`src/rtl/cpu_selftest_pkg.sv`:
```
// Shared definitions for the CPU self-test sequencer: the default data
// width, the NOP used to pad instruction memory, the sequencer state
// encoding and a width helper for index/count ports.
package cpu_selftest_pkg;

    localparam int XLEN_DEFAULT = 64;

    // addi x0, x0, 0
    localparam logic [31:0] NOP_INSN = 32'h00000013;

    typedef enum logic [2:0] {
        ST_IDLE  = 3'd0,
        ST_LOAD  = 3'd1,
        ST_FILL  = 3'd2,
        ST_RUN   = 3'd3,
        ST_CHECK = 3'd4,
        ST_DONE  = 3'd5
    } state_t;

    // Bit width needed to hold values 0..n-1, never less than one bit.
    function automatic int clog2_min1(input int n);
        return (n > 1) ? $clog2(n) : 1;
    endfunction

endpackage

```
`src/rtl/cpu_selftest_scoreboard.sv`:
```
// Result accumulator for the self-test CHECK phase. Compares the register
// file read data against the expected value, counts mismatches (saturating)
// and remembers the register number of the first mismatch.
module cpu_selftest_scoreboard
    import cpu_selftest_pkg::*;
#(
    parameter int XLEN      = XLEN_DEFAULT,
    parameter int NUM_CHECK = 8
) (
    input  logic                                  clk,
    input  logic                                  rst_n,
    input  logic                                  clr,
    input  logic                                  en,
    input  logic [4:0]                            reg_num,
    input  logic [XLEN-1:0]                       actual,
    input  logic [XLEN-1:0]                       expected,
    output logic                                  mismatch,
    output logic [clog2_min1(NUM_CHECK+1)-1:0]    fail_cnt,
    output logic [4:0]                            first_fail_reg
);

    localparam int FCNT_W = clog2_min1(NUM_CHECK + 1);
    localparam logic [FCNT_W-1:0] FCNT_MAX = FCNT_W'(NUM_CHECK);

    // x0 needs no special case: the register file already reads it as zero.
    assign mismatch = (actual != expected);

    // Accumulate mismatches and latch the first failing register number.
    always_ff @(posedge clk or negedge rst_n) begin
        if (!rst_n) begin
            fail_cnt       <= '0;
            first_fail_reg <= '0;
        end else if (clr) begin
            fail_cnt       <= '0;
            first_fail_reg <= '0;
        end else if (en && mismatch) begin
            if (fail_cnt != FCNT_MAX) begin
                fail_cnt <= fail_cnt + 1'b1;
            end
            if (fail_cnt == '0) begin
                first_fail_reg <= reg_num;
            end
        end
    end

endmodule

```
`src/rtl/cpu_selftest_ctrl.sv`:
```
// Self-test sequencer beside the single-cycle RV64 core. Holds the core in
// reset, copies a program from a synchronous ROM into instruction memory,
// optionally pads the rest of memory with NOPs, lets the core run for a
// bounded number of cycles (or until it halts), then checks the register
// file against an expected-value table.
// Build option: define CPU_SELFTEST_FILL_EN to include the NOP fill phase;
// without it the sequencer goes straight from LOAD to RUN and leaves the
// imem words above the program untouched.
module cpu_selftest_ctrl
    import cpu_selftest_pkg::*;
#(
    parameter int XLEN       = XLEN_DEFAULT,
    parameter int IMEM_AW    = 11,
    parameter int PROG_LEN   = 8,
    parameter int NUM_CHECK  = 8,
    parameter int RUN_CYCLES = 100
) (
    input  logic                                  clk,
    input  logic                                  rst_n,
    input  logic                                  start,
    output logic [IMEM_AW-1:0]                    rom_addr,
    input  logic [31:0]                           rom_data,
    output logic                                  imem_we,
    output logic [IMEM_AW-1:0]                    imem_addr,
    output logic [31:0]                           imem_wdata,
    output logic                                  cpu_rst_n,
    input  logic                                  halt,
    output logic [clog2_min1(NUM_CHECK)-1:0]      chk_idx,
    input  logic [4:0]                            chk_reg,
    input  logic [XLEN-1:0]                       chk_val,
    output logic [4:0]                            rf_raddr,
    input  logic [XLEN-1:0]                       rf_rdata,
    output logic                                  busy,
    output logic                                  done,
    output logic                                  pass,
    output logic [clog2_min1(NUM_CHECK+1)-1:0]    fail_cnt,
    output logic [4:0]                            first_fail_reg
);

    localparam int DEPTH  = 1 << IMEM_AW;
    localparam int LCNT_W = IMEM_AW + 1;
    localparam int RCNT_W = clog2_min1(RUN_CYCLES + 1);
    localparam int CIDX_W = clog2_min1(NUM_CHECK);

    localparam logic [LCNT_W-1:0]  LOAD_LAST  = LCNT_W'(PROG_LEN);
    localparam logic [IMEM_AW-1:0] ROM_LAST   = IMEM_AW'(PROG_LEN - 1);
    localparam logic [IMEM_AW-1:0] FILL_FIRST = IMEM_AW'(PROG_LEN);
    localparam logic [IMEM_AW-1:0] ADDR_LAST  = IMEM_AW'(DEPTH - 1);
    localparam logic [RCNT_W-1:0]  RUN_LAST   = RCNT_W'(RUN_CYCLES - 1);
    localparam logic [CIDX_W-1:0]  CHK_LAST   = CIDX_W'(NUM_CHECK - 1);

`ifdef CPU_SELFTEST_FILL_EN
    // A program that fills the whole memory leaves nothing to pad.
    localparam bit FILL_ON = (PROG_LEN < DEPTH);
`else
    localparam bit FILL_ON = 1'b0;
`endif

    state_t state, next_state;

    // Phase counters: LOAD cycle number and RUN cycle number.
    logic [LCNT_W-1:0]  load_cnt,  load_cnt_n;
    logic [RCNT_W-1:0]  run_cnt,   run_cnt_n;

    // load_wr selects the ROM output as write data during LOAD writes;
    // the ROM's own output register already aligns data with imem_addr.
    logic               load_wr,   load_wr_n;
    logic [31:0]        wdata_q,   wdata_n;
    logic               in_check,  in_check_n;

    logic [IMEM_AW-1:0] rom_addr_n, imem_addr_n;
    logic               imem_we_n, cpu_rst_n_n;
    logic [CIDX_W-1:0]  chk_idx_n;
    logic               busy_n, done_n, pass_n;

    logic               sb_clr, sb_en, sb_mismatch;
    logic               start_ok;

    assign start_ok = start && ((state == ST_IDLE) || (state == ST_DONE));
    assign sb_clr   = start_ok;
    assign sb_en    = (state == ST_CHECK);

    assign imem_wdata = load_wr ? rom_data : wdata_q;
    assign rf_raddr   = in_check ? chk_reg : 5'd0;

    // State register; async reset returns to IDLE immediately.
    always_ff @(posedge clk or negedge rst_n) begin
        if (!rst_n) begin
            state <= ST_IDLE;
        end else begin
            state <= next_state;
        end
    end

    // Next-state logic: phase transitions on counter terminal values or halt.
    always_comb begin
        next_state = state;
        case (state)
            ST_IDLE, ST_DONE: begin
                if (start) next_state = ST_LOAD;
            end
            ST_LOAD: begin
                if (load_cnt == LOAD_LAST) next_state = FILL_ON ? ST_FILL : ST_RUN;
            end
            ST_FILL: begin
                if (imem_addr == ADDR_LAST) next_state = ST_RUN;
            end
            ST_RUN: begin
                if (halt || (run_cnt == RUN_LAST)) next_state = ST_CHECK;
            end
            ST_CHECK: begin
                if (chk_idx == CHK_LAST) next_state = ST_DONE;
            end
            default: next_state = ST_IDLE;
        endcase
    end

    // Output logic: next values of every registered output, keyed on the
    // state being entered so outputs line up with that state's cycles.
    always_comb begin
        load_cnt_n  = '0;
        run_cnt_n   = '0;
        rom_addr_n  = '0;
        imem_we_n   = 1'b0;
        imem_addr_n = imem_addr;
        load_wr_n   = 1'b0;
        wdata_n     = '0;
        cpu_rst_n_n = 1'b0;
        chk_idx_n   = '0;
        in_check_n  = 1'b0;
        busy_n      = 1'b0;
        done_n      = 1'b0;
        pass_n      = 1'b0;
        case (next_state)
            ST_LOAD: begin
                busy_n = 1'b1;
                if (state == ST_LOAD) begin
                    load_cnt_n = (load_cnt == LOAD_LAST) ? load_cnt : load_cnt + 1'b1;
                end
                rom_addr_n = (load_cnt_n >= LOAD_LAST) ? ROM_LAST : load_cnt_n[IMEM_AW-1:0];
                if (load_cnt_n != '0) begin
                    imem_we_n   = 1'b1;
                    load_wr_n   = 1'b1;
                    imem_addr_n = IMEM_AW'(load_cnt_n - 1'b1);
                end
            end
            ST_FILL: begin
                busy_n    = 1'b1;
                imem_we_n = 1'b1;
                wdata_n   = NOP_INSN;
                if (state == ST_FILL) begin
                    imem_addr_n = (imem_addr == ADDR_LAST) ? imem_addr : imem_addr + 1'b1;
                end else begin
                    imem_addr_n = FILL_FIRST;
                end
            end
            ST_RUN: begin
                busy_n      = 1'b1;
                cpu_rst_n_n = 1'b1;
                if (state == ST_RUN) begin
                    run_cnt_n = (run_cnt == RUN_LAST) ? run_cnt : run_cnt + 1'b1;
                end
            end
            ST_CHECK: begin
                busy_n     = 1'b1;
                in_check_n = 1'b1;
                if (state == ST_CHECK) begin
                    chk_idx_n = (chk_idx == CHK_LAST) ? chk_idx : chk_idx + 1'b1;
                end
            end
            ST_DONE: begin
                done_n = 1'b1;
                // The last entry is compared on the same edge, so fold it in.
                if (state == ST_CHECK) begin
                    pass_n = (fail_cnt == '0) && !sb_mismatch;
                end else begin
                    pass_n = pass;
                end
            end
            default: ;
        endcase
    end

    // Output and counter registers.
    always_ff @(posedge clk or negedge rst_n) begin
        if (!rst_n) begin
            load_cnt  <= '0;
            run_cnt   <= '0;
            rom_addr  <= '0;
            imem_we   <= 1'b0;
            imem_addr <= '0;
            load_wr   <= 1'b0;
            wdata_q   <= '0;
            cpu_rst_n <= 1'b0;
            chk_idx   <= '0;
            in_check  <= 1'b0;
            busy      <= 1'b0;
            done      <= 1'b0;
            pass      <= 1'b0;
        end else begin
            load_cnt  <= load_cnt_n;
            run_cnt   <= run_cnt_n;
            rom_addr  <= rom_addr_n;
            imem_we   <= imem_we_n;
            imem_addr <= imem_addr_n;
            load_wr   <= load_wr_n;
            wdata_q   <= wdata_n;
            cpu_rst_n <= cpu_rst_n_n;
            chk_idx   <= chk_idx_n;
            in_check  <= in_check_n;
            busy      <= busy_n;
            done      <= done_n;
            pass      <= pass_n;
        end
    end

    cpu_selftest_scoreboard #(
        .XLEN      (XLEN),
        .NUM_CHECK (NUM_CHECK)
    ) u_scoreboard (
        .clk            (clk),
        .rst_n          (rst_n),
        .clr            (sb_clr),
        .en             (sb_en),
        .reg_num        (chk_reg),
        .actual         (rf_rdata),
        .expected       (chk_val),
        .mismatch       (sb_mismatch),
        .fail_cnt       (fail_cnt),
        .first_fail_reg (first_fail_reg)
    );

endmodule

```
`config.mk`:
```
export PLATFORM = sky130hd
export DESIGN_NAME = cpu_selftest_ctrl
export DESIGN_NICKNAME = d
export VERILOG_FILES = /design/src/rtl/cpu_selftest_pkg.sv /design/src/rtl/cpu_selftest_scoreboard.sv /design/src/rtl/cpu_selftest_ctrl.sv
export SDC_FILE = /design/constraint.sdc
export NUM_CORES = 1
export LEC_CHECK = 0
export BUFFER_PORTS_ARGS = -buffer_cell sky130_fd_sc_hd__buf_2
export CORE_UTILIZATION = 48
export CTS_CLUSTER_DIAMETER = 50
export CTS_CLUSTER_SIZE = 8
export DETAILED_ROUTE_END_ITERATION = 12
export GPL_TIMING_DRIVEN = 0
export PLACE_DENSITY = 0.93
export SLEW_MARGIN = 30
export SYNTH_ARGS = -nofsm -noshare
export SYNTH_HDL_FRONTEND = slang
export SYNTH_SLANG_ARGS = --single-unit
```
`constraint.sdc`:
```
create_clock -name clk -period 6.1 [get_ports clk]
set_clock_uncertainty 0.2 [all_clocks]
set_input_delay 0.61 -clock clk [delete_from_list [all_inputs] [get_ports clk]]
set_output_delay 0.61 -clock clk [all_outputs]
set_load 0.02 [all_outputs]
```
==> results.ini, run 1 <==
[placement]
io_buffers = 244
dpl.hpwl_um = 11650
gp_congestion = 0.9063
place_area_mm2 = 0.005662
dp_cells = 822

[pwr]
p_int_mw = 1.319
ir_worst_vdd_v = 0.0003418
p_leak_nw = 3.155
comb_power_share = 0.561
p_per_area_mw_per_mm2 = 399.0
p_sw_mw = 1.031
clkPwrFrac = 0.173
power_mw = 2.351
switching_share = 0.4387
sequentialPowerShare = 0.266

[yosys]
synthFlopType = dfrtp_1
synth_seq_cells = 64
synth_edf_count = 0
synth.cell_area_mm2 = 0.004277
synth.distinct_cells = 62
async_reset_ff_frac = 1.000
synth_warnings = 0
synthCells = 463
seq_area_frac_synth = 0.3745
synth_area_per_cell_um2 = 9.237

[critical_path]
cp.required_ns = 6.10
arrival_ns = 4.00
crit_path_max_incr_delay_ns = 0.58
critPathSlowestCell = nor4bb_1
start_kind = flop
r2r_start = load_cnt[0]$_DFF_PN0_
end_kind = flop
critPathTopFamily = simple AND/OR/NAND/NOR gates
crit_start = load_cnt[0]$_DFF_PN0_
path_buf_inv = 3
criticalPathCategory = flop to flop
crit_fanout = 10
path_cells = buf_2 > inv_1 > ha_1 > nor4bb_1 > nand3_1 > nand2_1 > o21ai_0 > nand2_1 > ha_1 > o211ai_2 > nor3_1 > a21oi_4 > buf_4 > o21ai_0 > o221ai_1

[route]
drc = 0
via_per_inst = 5.287
drt_pass1_iterations = 4
drt_iter0_markers = 282
wire_per_inst_um = 16.94
via_count = 4446
wl_um = 14240
ant_nets = 0

[die]
die_width_um = 96.39
row_count = 34
core_mm2 = 0.008678
die-height_um = 96.39
pin_count = 245
initial_core_util = 0.4928
die-area_mm2 = 0.009291

[global_route]
grt_overflow_total = 0
antenna_found_initial = 4
grt_usage = 0.3019
grt_pass1_wl_um = 20060
grt_max_degree = 65
grt_pass1_vias = 4072

[finish]
largest-register = load_cnt
final_util = 0.6789
largest_register_ffs = 12
nFillCells = 728
reg.largest.list = load_cnt (12), imem_addr (11), rom_addr (11)
nets = 903
fin_cells = 841
multiInputGateArea_mm2 = 0.002547
mostFrequentLayoutCell = buf_2
final_cell_mix = buf_2 (249), xor2_1 (78), dfrtp_1 (64)
syn_to_final_growth_pct = 37.77
regArea_mm2 = 0.001602
drive_above_1_share = 0.3868
final_area_mm2 = 0.005892

[clocking]
cts_sinks = 64
cts_tree = yes
cts-resized-gates = 0
clkLatencyLatePin_ns = 0.35
post-cts-setup-buffer-count = 0
cts_made_buffers = 9
cts-htree-levels = 3
cts_hold_buffers = 0
root_buffer = clkbuf_8
cts_buffer_depth = 2
clk_pin_slew_worst_paths_ns = 0.07

[timing]
hold_violations = 0
slew_headroom = 0.4604
period_share = 0.6561
grt_setup_unrepaired = no
finalMaxSlewViolations = 0
tightest_slew_ns = 0.8019
fmax_mhz = 249.9
setup_tns_ns = 0
setup_violations = 0
min_period_ns = 4.002

[min_path]
hp-class = input pin to asynchronous set/reset pin

[run]
maxCapViolations = 0

[run_status]
outcome = finished, final reports clean

[stage by stage]
step / hold slack [ns] / setup slack, ns
global placement: 0.2404 / 2.241
finish: 0.1219 / 2.098
detailed placement: 0.2488 / 2.236
global route: 0.2156 / 1.857
CTS: 0.1704 / 2.219
floorplan: 0.1144 / 2.833
[path summary, 6_finish.rpt]
| path | endpoint | slack [ns] | depth (start not counted) |
|---|---|---|---|
| worst min-delay path | rom_addr[7]$_DFF_PN0_ | 0.12 | 1 |
| worst min register to register | run_cnt[0]$_DFFE_PN0P_ | 0.25 | 1 |
| min in group clk | run_cnt[0]$_DFFE_PN0P_ | 0.25 | 1 |
| worst max register to register | imem_addr[6]$_DFFE_PN0P_ | 2.10 | 15 |
| worst max-delay path | imem_addr[6]$_DFFE_PN0P_ | 2.10 | 15 |
| max in group asynchronous | in_check$_DFF_PN0_ | 5.03 | 1 |
[kinds of logic (layout without fill, tap and decap cells)]
| family | after synthesis | after routing | share of synthesized area |
|---|---|---|---|
| adder cells (fa/ha/maj) | 9 | 9 | 0.02633 |
| multiplexers | 11 | 11 | 0.02604 |
| other | 1 | 12 | 0.0008769 |
| XOR/XNOR | 90 | 90 | 0.1843 |
| AO/OA/AOI/OAI | 60 | 60 | 0.1001 |
| buffers and inverters | 36 | 295 | 0.03599 |
| flip-flops | 64 | 64 | 0.3745 |
| AND/OR/NAND/NOR | 192 | 192 | 0.2519 |
[cells in the mapped netlist (all sizes together), types with 3 or more instances]
master / n / area [um^2]
dfrtp: 64 / 1602
nor3: 8 / 45.04
ha: 9 / 112.6
xor2: 78 / 683.2
nand2b: 4 / 25.02
and4: 3 / 26.28
nand4: 11 / 68.82
a211oi: 3 / 22.52
a31o: 3 / 26.28
nor4: 20 / 140.1
xnor2: 12 / 105.1
and2: 37 / 231.5
clkbuf: 7 / 26.28
o21ai: 17 / 85.08
nor3b: 5 / 37.54
nor2: 34 / 130.1
a31oi: 5 / 31.28
nand2: 35 / 131.4
inv: 20 / 75.07
nand3: 9 / 45.04
mux2i: 10 / 100.1
buf: 8 / 48.80
a21oi: 10 / 61.31
o211ai: 3 / 27.52
and3: 9 / 56.30
or3: 6 / 42.54
[worst reg2reg max path: stages, from the launching register on]
cell      delay [ns]
dfrtp_1         0.38
buf_2           0.18
inv_1           0.12
ha_1            0.15
nor4bb_1        0.58
nand3_1         0.34
nand2_1         0.15
o21ai_0         0.13
nand2_1         0.10
ha_1            0.20
o211ai_2        0.14
nor3_1          0.43
a21oi_4         0.19
buf_4           0.23
o21ai_0         0.15
o221ai_1        0.20
[final cells by class]
| type | count | area share |
|---|---|---|
| inverter | 21 | 0.01338 |
| tap | 108 | 0.02293 |
| timing repair buffer | 244 | 0.2077 |
| clock inverter | 3 | 0.01104 |
| antenna | 4 | 0.001699 |
| buffer | 15 | 0.01274 |
| sequential | 64 | 0.2718 |
| multi-input combinational | 370 | 0.4324 |
| clock buffer | 12 | 0.02633 |
[power by group through the flow]
| stage | logic (mW) | registers [mW] | clock network, mW |
|---|---|---|---|
| 4_1_cts | 1.31 | 0.622 | 0.412 |
| 2_1_floorplan | 0.846 | 0.687 | 0 |
| 5_1_grt | 1.45 | 0.636 | 0.430 |
| 6_report | 1.32 | 0.624 | 0.407 |
| 3_3_place_gp | 1.27 | 0.624 | 0 |
| 3_5_place_dp | 1.30 | 0.627 | 0 |
[metal layers]
metal / track usage / part of all wire
met2: 0.4888 / 0.47
met5: 0 / 0
met1: 0.3664 / 0.40
met3: 0.07981 / 0.093
met4: 0.1667 / 0.034
No activity file was read; power rests on OpenSTA's default activity.
==> run 2: changes to the inputs <==
Settings changed: CORE_UTILIZATION 48 to 45, PLACE_DENSITY 0.93 to 0.89.
Clock period 6.1 ns to 4.1 ns, I/O delays scaled along.
==> run 2 against run 1 <==
Net effect:
- worst setup slack got worse by 1.7 ns
- utilization decreased by 3.6 points
- sequential cell count did not move
- sequential share of layout area down 0.24 points
- count of clock-buffer cells in the layout is 1 lower
- critical path depth is 1 lower
- sequential power is 49% higher
- first-iteration DRC count is 14% higher
- final cell count increased by 2.7%
- global-route usage decreased by 2.1 points
==> results.ini, run 2 (synthesized netlist as in run 1, its figures left out) <==
[placement]
gp_congestion = 1.030  ; +14%
dpl.hpwl_um = 11160  ; -4.2%
io_buffers = 244  ; unchanged

[finish]
mostFrequentLayoutCell = buf_2
largest_register_ffs = 12  ; unchanged
largest-register = load_cnt
final_util = 0.6433  ; -0.03559
drive_above_1_share = 0.3899  ; +0.003046
reg.largest.list = load_cnt (12), imem_addr (11), rom_addr (11)
nets = 904  ; +0.11%
syn_to_final_growth_pct = 39.00
nFillCells = 772  ; +6.0%
final_cell_mix = buf_2 (249), xor2_1 (78), dfrtp_1 (64)

[route]
via_per_inst = 5.167  ; -2.3%
drc = 0  ; unchanged
drt_pass1_iterations = 4  ; unchanged
wl_um = 13820  ; -3.0%
ant_nets = 0  ; unchanged
drt_iter0_markers = 322  ; +14%
wire_per_inst_um = 15.99  ; -5.6%
via_count = 4464  ; +0.40%

[global_route]
grt_max_degree = 65  ; unchanged
grt_usage = 0.2805  ; -0.02138
grt_overflow_total = 0  ; unchanged
grt_pass1_wl_um = 21660  ; +8.0%
antenna_found_initial = 4  ; unchanged
grt_pass1_vias = 4526  ; +11%

[clocking]
cts-htree-levels = 3  ; unchanged
cts_sinks = 64  ; unchanged
cts_buffer_depth = 2  ; unchanged
clk_pin_slew_worst_paths_ns = 0.07  ; about the same
clkLatencyLatePin_ns = 0.35  ; about the same
cts_made_buffers = 9  ; unchanged
cts_tree = yes
root_buffer = clkbuf_8

[run_status]
outcome = finished, final reports clean

[die]
row_count = 35  ; +2.9%
initial_core_util = 0.4628  ; -0.02996
pin_count = 245  ; unchanged
die-height_um = 99.49  ; +3.2%
die_width_um = 99.49  ; +3.2%
core_mm2 = 0.009240  ; +6.5%
die-area_mm2 = 0.009897  ; +6.5%

[critical_path]
crit_path_max_incr_delay_ns = 0.46  ; -0.12 ns
start_kind = flop
critPathSlowestCell = nor4bb_2
criticalPathCategory = flop to flop
path_cells = buf_2 > inv_1 > ha_1 > nor4bb_2 > nand3_1 > xnor2_1 > nand2_1 > ha_1 > o211ai_2 > nor3_1 > a21oi_4 > nor2_2 > inv_1 > o221a_2
cp.required_ns = 4.14  ; -1.96 ns
arrival_ns = 3.76  ; -0.24 ns
end_kind = flop
crit_start = load_cnt[0]$_DFF_PN0_
r2r_start = load_cnt[0]$_DFF_PN0_
crit_fanout = 10  ; unchanged

[timing]
setup_violations = 0  ; unchanged
setup_tns_ns = 0  ; unchanged
finalMaxSlewViolations = 0  ; unchanged
slew_headroom = 0.4654  ; +0.004983
period_share = 0.9077  ; +0.2515
tightest_slew_ns = 0.8019  ; -0.00008053 ns
min_period_ns = 3.721  ; -0.2810 ns
fmax_mhz = 268.7  ; +7.6%
grt_setup_unrepaired = no
hold_violations = 0  ; unchanged

[pwr]
p_leak_nw = 3.167  ; +0.36%
ir_worst_vdd_v = 0.0004714  ; +38%
p_per_area_mw_per_mm2 = 592.4  ; +48%

[min_path]
hp-class = input pin to flop
min-delay-start = chk_reg[4]

[run]
maxCapViolations = 0  ; unchanged

-- run 2: metrics by stage --
step	std cells	setup slack [ns]	hold slack (ns)	power (mW)	instance area (um^2)
final	864	0.3786	0.1030	3.522	5944
after floorplan	470	0.8334	-0.08559	2.281	4303
after CTS	860	0.2501	0.09574	3.504	5928
after detailed placement	843	0.3323	0.2493	2.867	5688
after global routing	860	0.04440	0.09521	3.756	5934
after global placement	843	0.4112	0.2393	2.804	5685
-- run 2: where the power goes --
group | leakage, nW | switching (mW) | internal [mW]
clock network | 0.119 | 0.250 | 0.374
logic | 2.22 | 1.16 | 0.802
registers | 0.828 | 0.139 | 0.791
total | 3.17 | 1.55 | 1.97
-- run 2: final timing paths --
| kind | end | slack [ns] | cells after the start |
|---|---|---|---|
| worst max register to register | imem_addr[4]$_DFFE_PN0P_ | 0.38 | 14 |
| worst min-delay path | u_scoreboard.first_fail_reg[4]$_DFFE_PN0P_ | 0.10 | 3 |
| max in group asynchronous | rom_addr[0]$_DFF_PN0_ | 2.67 | 2 |
| worst max-delay path | imem_addr[4]$_DFFE_PN0P_ | 0.38 | 14 |
| min in group asynchronous | imem_addr[9]$_DFFE_PN0P_ | 0.49 | 2 |
| worst min register to register | run_cnt[0]$_DFFE_PN0P_ | 0.26 | 1 |
-- run 2: timing repair --
item / CTS / global route
endpoints found under the setup margin: 0 / 5
hold buffers: 1 / 0
hold endpoints to repair: 61 / 0
resized for setup: 0 / 1
setup buffers: 0 / 0
-- run 2: area by class of cell --
cell class | instances | area [um^2] | area share
multi-input combinational | 370 | 2554 | 0.4296
clock buffer | 11 | 151.4 | 0.02547
inverter | 21 | 78.83 | 0.01326
timing repair buffer | 245 | 1234 | 0.2075
antenna | 4 | 10.01 | 0.001684
buffer | 15 | 75.07 | 0.01263
sequential | 64 | 1602 | 0.2694
tap | 129 | 161.4 | 0.02715
clock inverter | 5 | 78.83 | 0.01326
-- run 2: per-layer routing --
metal,part of all wire,GRT usage,wire length [um]
met2,0.47,0.4706,6537
met3,0.093,0.09698,1285
met1,0.41,0.3390,5674
met5,0.00094,0,13
met4,0.022,0.08824,307
-- run 2: critical path, delay by kind of cell (launching register included) --
| family | cells | cell delay, ns |
|---|---|---|
| flip-flops | 1 | 0.38 |
| AND/OR/NAND/NOR | 5 | 1.49 |
| AO/OA/AOI/OAI | 3 | 0.59 |
| adder cells (fa/ha/maj) | 2 | 0.36 |
| XOR/XNOR | 1 | 0.22 |
| buffers and inverters | 3 | 0.38 |
==> run 3: changes to the inputs <==
Settings changed: CORE_ASPECT_RATIO set to 1.5, SLEW_MARGIN 30 to 40.
==> run 3 against run 2 <==
Net effect:
- utilization is 0.40 points higher
- final cell count decreased by 2.4%
- total power up 5.0%
- first-iteration DRC count decreased by 3.7%
- sequential power up 0.4%
- maximum frequency up 0.12%
- clock power grew 21%
- via count up 3.3%
- combinational power increased by 2%
- die area hardly changed
- critical path type unchanged
==> results.ini, run 3 (synthesized netlist as in run 1, its figures left out) <==
[run_status]
outcome = finished, final reports clean

[placement]
gp_congestion = 1.007  ; -2.2%
dpl.hpwl_um = 12710  ; +14%
dp_cells = 826  ; -2.0%
dp_slack_ns = 0.3238  ; -0.008561 ns
io_buffers = 244  ; unchanged
place_area_mm2 = 0.005667  ; -0.37%

[global_route]
grt_overflow_total = 0  ; unchanged
grt_pass1_wl_um = 23050  ; +6.4%
antenna_found_initial = 0  ; -4
grt_pass1_vias = 4560  ; +0.75%
grt_max_degree = 65  ; unchanged
grt_usage = 0.3219  ; +0.04142

[timing]
setup_tns_ns = 0  ; unchanged
min_period_ns = 3.717  ; -0.004385 ns
setup_violations = 0  ; unchanged
hold_violations = 0  ; unchanged
finalMaxSlewViolations = 0  ; unchanged
fmax_mhz = 269.0  ; +0.12%
period_share = 0.9066  ; -0.001070
fin_ws_ns = 0.3830  ; +0.004385 ns
slew_headroom = 0.4716  ; +0.006143
grt_setup_unrepaired = no
tightest_slew_ns = 0.7854  ; -0.01646 ns
whs_ns = 0.1274  ; +0.02442 ns

[clocking]
clkLatencyLatePin_ns = 0.33  ; -0.02 ns
cts_made_buffers = 9  ; unchanged
cts_buffer_depth = 2  ; unchanged
clk_pin_slew_worst_paths_ns = 0.05  ; -0.02 ns
cts-htree-levels = 3  ; unchanged
cts_sinks = 64  ; unchanged
root_buffer = clkbuf_16
cts_tree = yes

[route]
drt_iter0_markers = 310  ; -3.7%
wire_per_inst_um = 18.68  ; +17%
via_per_inst = 5.469  ; +5.8%
ant_nets = 0  ; unchanged
drt_pass1_iterations = 5  ; +1
via_count = 4610  ; +3.3%
drc = 0  ; unchanged
wl_um = 15740  ; +14%

[critical_path]
arrival_ns = 3.73  ; -0.03 ns
r2r_start = load_cnt[9]$_DFF_PN0_
cp.required_ns = 4.11  ; -0.03 ns
worst_r2r_path_depth = 12  ; -2
criticalPathCategory = flop to flop
crit_fanout = 10  ; unchanged
end_kind = flop
r2r_setup_slack_ns = 0.38  ; about the same
r2r-end = imem_addr[4]$_DFFE_PN0P_
crit_start = load_cnt[9]$_DFF_PN0_
endpoint = imem_addr[4]$_DFFE_PN0P_
start_kind = flop

[die]
core_mm2 = 0.009254  ; +0.15%
initial_core_util = 0.4621  ; -0.0006884
pin_count = 245  ; unchanged
row_count = 43  ; +23%
die-height_um = 121.4  ; +22%
die-area_mm2 = 0.009905  ; about the same
die_width_um = 81.60  ; -18%

[finish]
largest-register = load_cnt
fin_cells = 843  ; -2.4%
reg.largest.list = load_cnt (12), imem_addr (11), rom_addr (11)
syn_to_final_growth_pct = 40.08
diodes = 0  ; -4
drive_above_1_share = 0.3899  ; unchanged
largest_register_ffs = 12  ; unchanged
final_area_mm2 = 0.005991  ; +0.78%
final_util = 0.6474  ; +0.004046
nets = 904  ; unchanged
final_cell_mix = buf_2 (249), xor2_1 (78), dfrtp_1 (64)
mostFrequentLayoutCell = buf_2

[run]
maxCapViolations = 0  ; unchanged

[pwr]
p_per_area_mw_per_mm2 = 617.2  ; +4.2%
p_leak_nw = 3.198  ; +0.99%
power_mw = 3.697  ; +5.0%
ir_worst_vdd_v = 0.0004468  ; -5.2%

[min_path]
hp-class = input pin to flop

## run 3: power breakdown
part           total, mW  leakage (nW)  switching, mW  internal [mW]
registers          0.935         0.828          0.142          0.793
clock network      0.755         0.145          0.270          0.485
logic               2.01          2.22           1.20          0.806
## run 3: critical path: stages, from the launching register on
cell and delay [ns]:
dfrtp_1 0.36, clkbuf_1 0.18, nor4_1 0.72, nand3_1 0.34, xnor2_1 0.21, nand2_1 0.12
ha_1 0.22, o211ai_2 0.16, nor3_2 0.31, a21oi_4 0.16, nor2_2 0.23, inv_1 0.11
o221a_2 0.27
## run 3: area by class of cell
type / instances / area [um^2]
Multi-Input combinational cell: 370 / 2559
Tap cell: 112 / 140.1
Timing Repair Buffer: 245 / 1237
Clock buffer: 11 / 242.7
Inverter: 21 / 78.83
Fill cell: 765 / 3263
Clock inverter: 5 / 56.30
Buffer: 15 / 75.07
Sequential cell: 64 / 1602
## run 3: how the worst min path moves through the flow
| stage | from | slack, ns | end | cells past startpoint |
|---|---|---|---|---|
| 3_3_place_gp | run_cnt[0]$_DFFE_PN0P_ | 0.24 | run_cnt[0]$_DFFE_PN0P_ | 1 |
| 4_1_cts | rst_n | 0.006 | rom_addr[3]$_DFF_PN0_ | 1 |
| 3_5_place_dp | run_cnt[0]$_DFFE_PN0P_ | 0.26 | run_cnt[0]$_DFFE_PN0P_ | 1 |
| 5_1_grt | chk_reg[0] | 0.13 | u_scoreboard.first_fail_reg[0]$_DFFE_PN0P_ | 3 |
| 2_1_floorplan | rst_n | -0.09 | busy$_DFF_PN0_ | 0 |
| 6_report | chk_reg[2] | 0.13 | u_scoreboard.first_fail_reg[2]$_DFFE_PN0P_ | 3 |
## run 3: per-layer routing
metal,up-vias,wire [um],GRT usage,part of all wire
met1,2172,6059,0.3883,0.38
met5,-,0,0,0
met4,0,507,0.1382,0.032
met3,43,1910,0.1241,0.12
li1,2120,-,-,-
met2,275,7266,0.5031,0.46
## run 3: what timing repair did
action	CTS	global route
resized for setup	0	2
hold buffers	0	1
endpoints found under the setup margin	0	5
endpoints found under the hold margin	0	64
buffers inserted	0	0
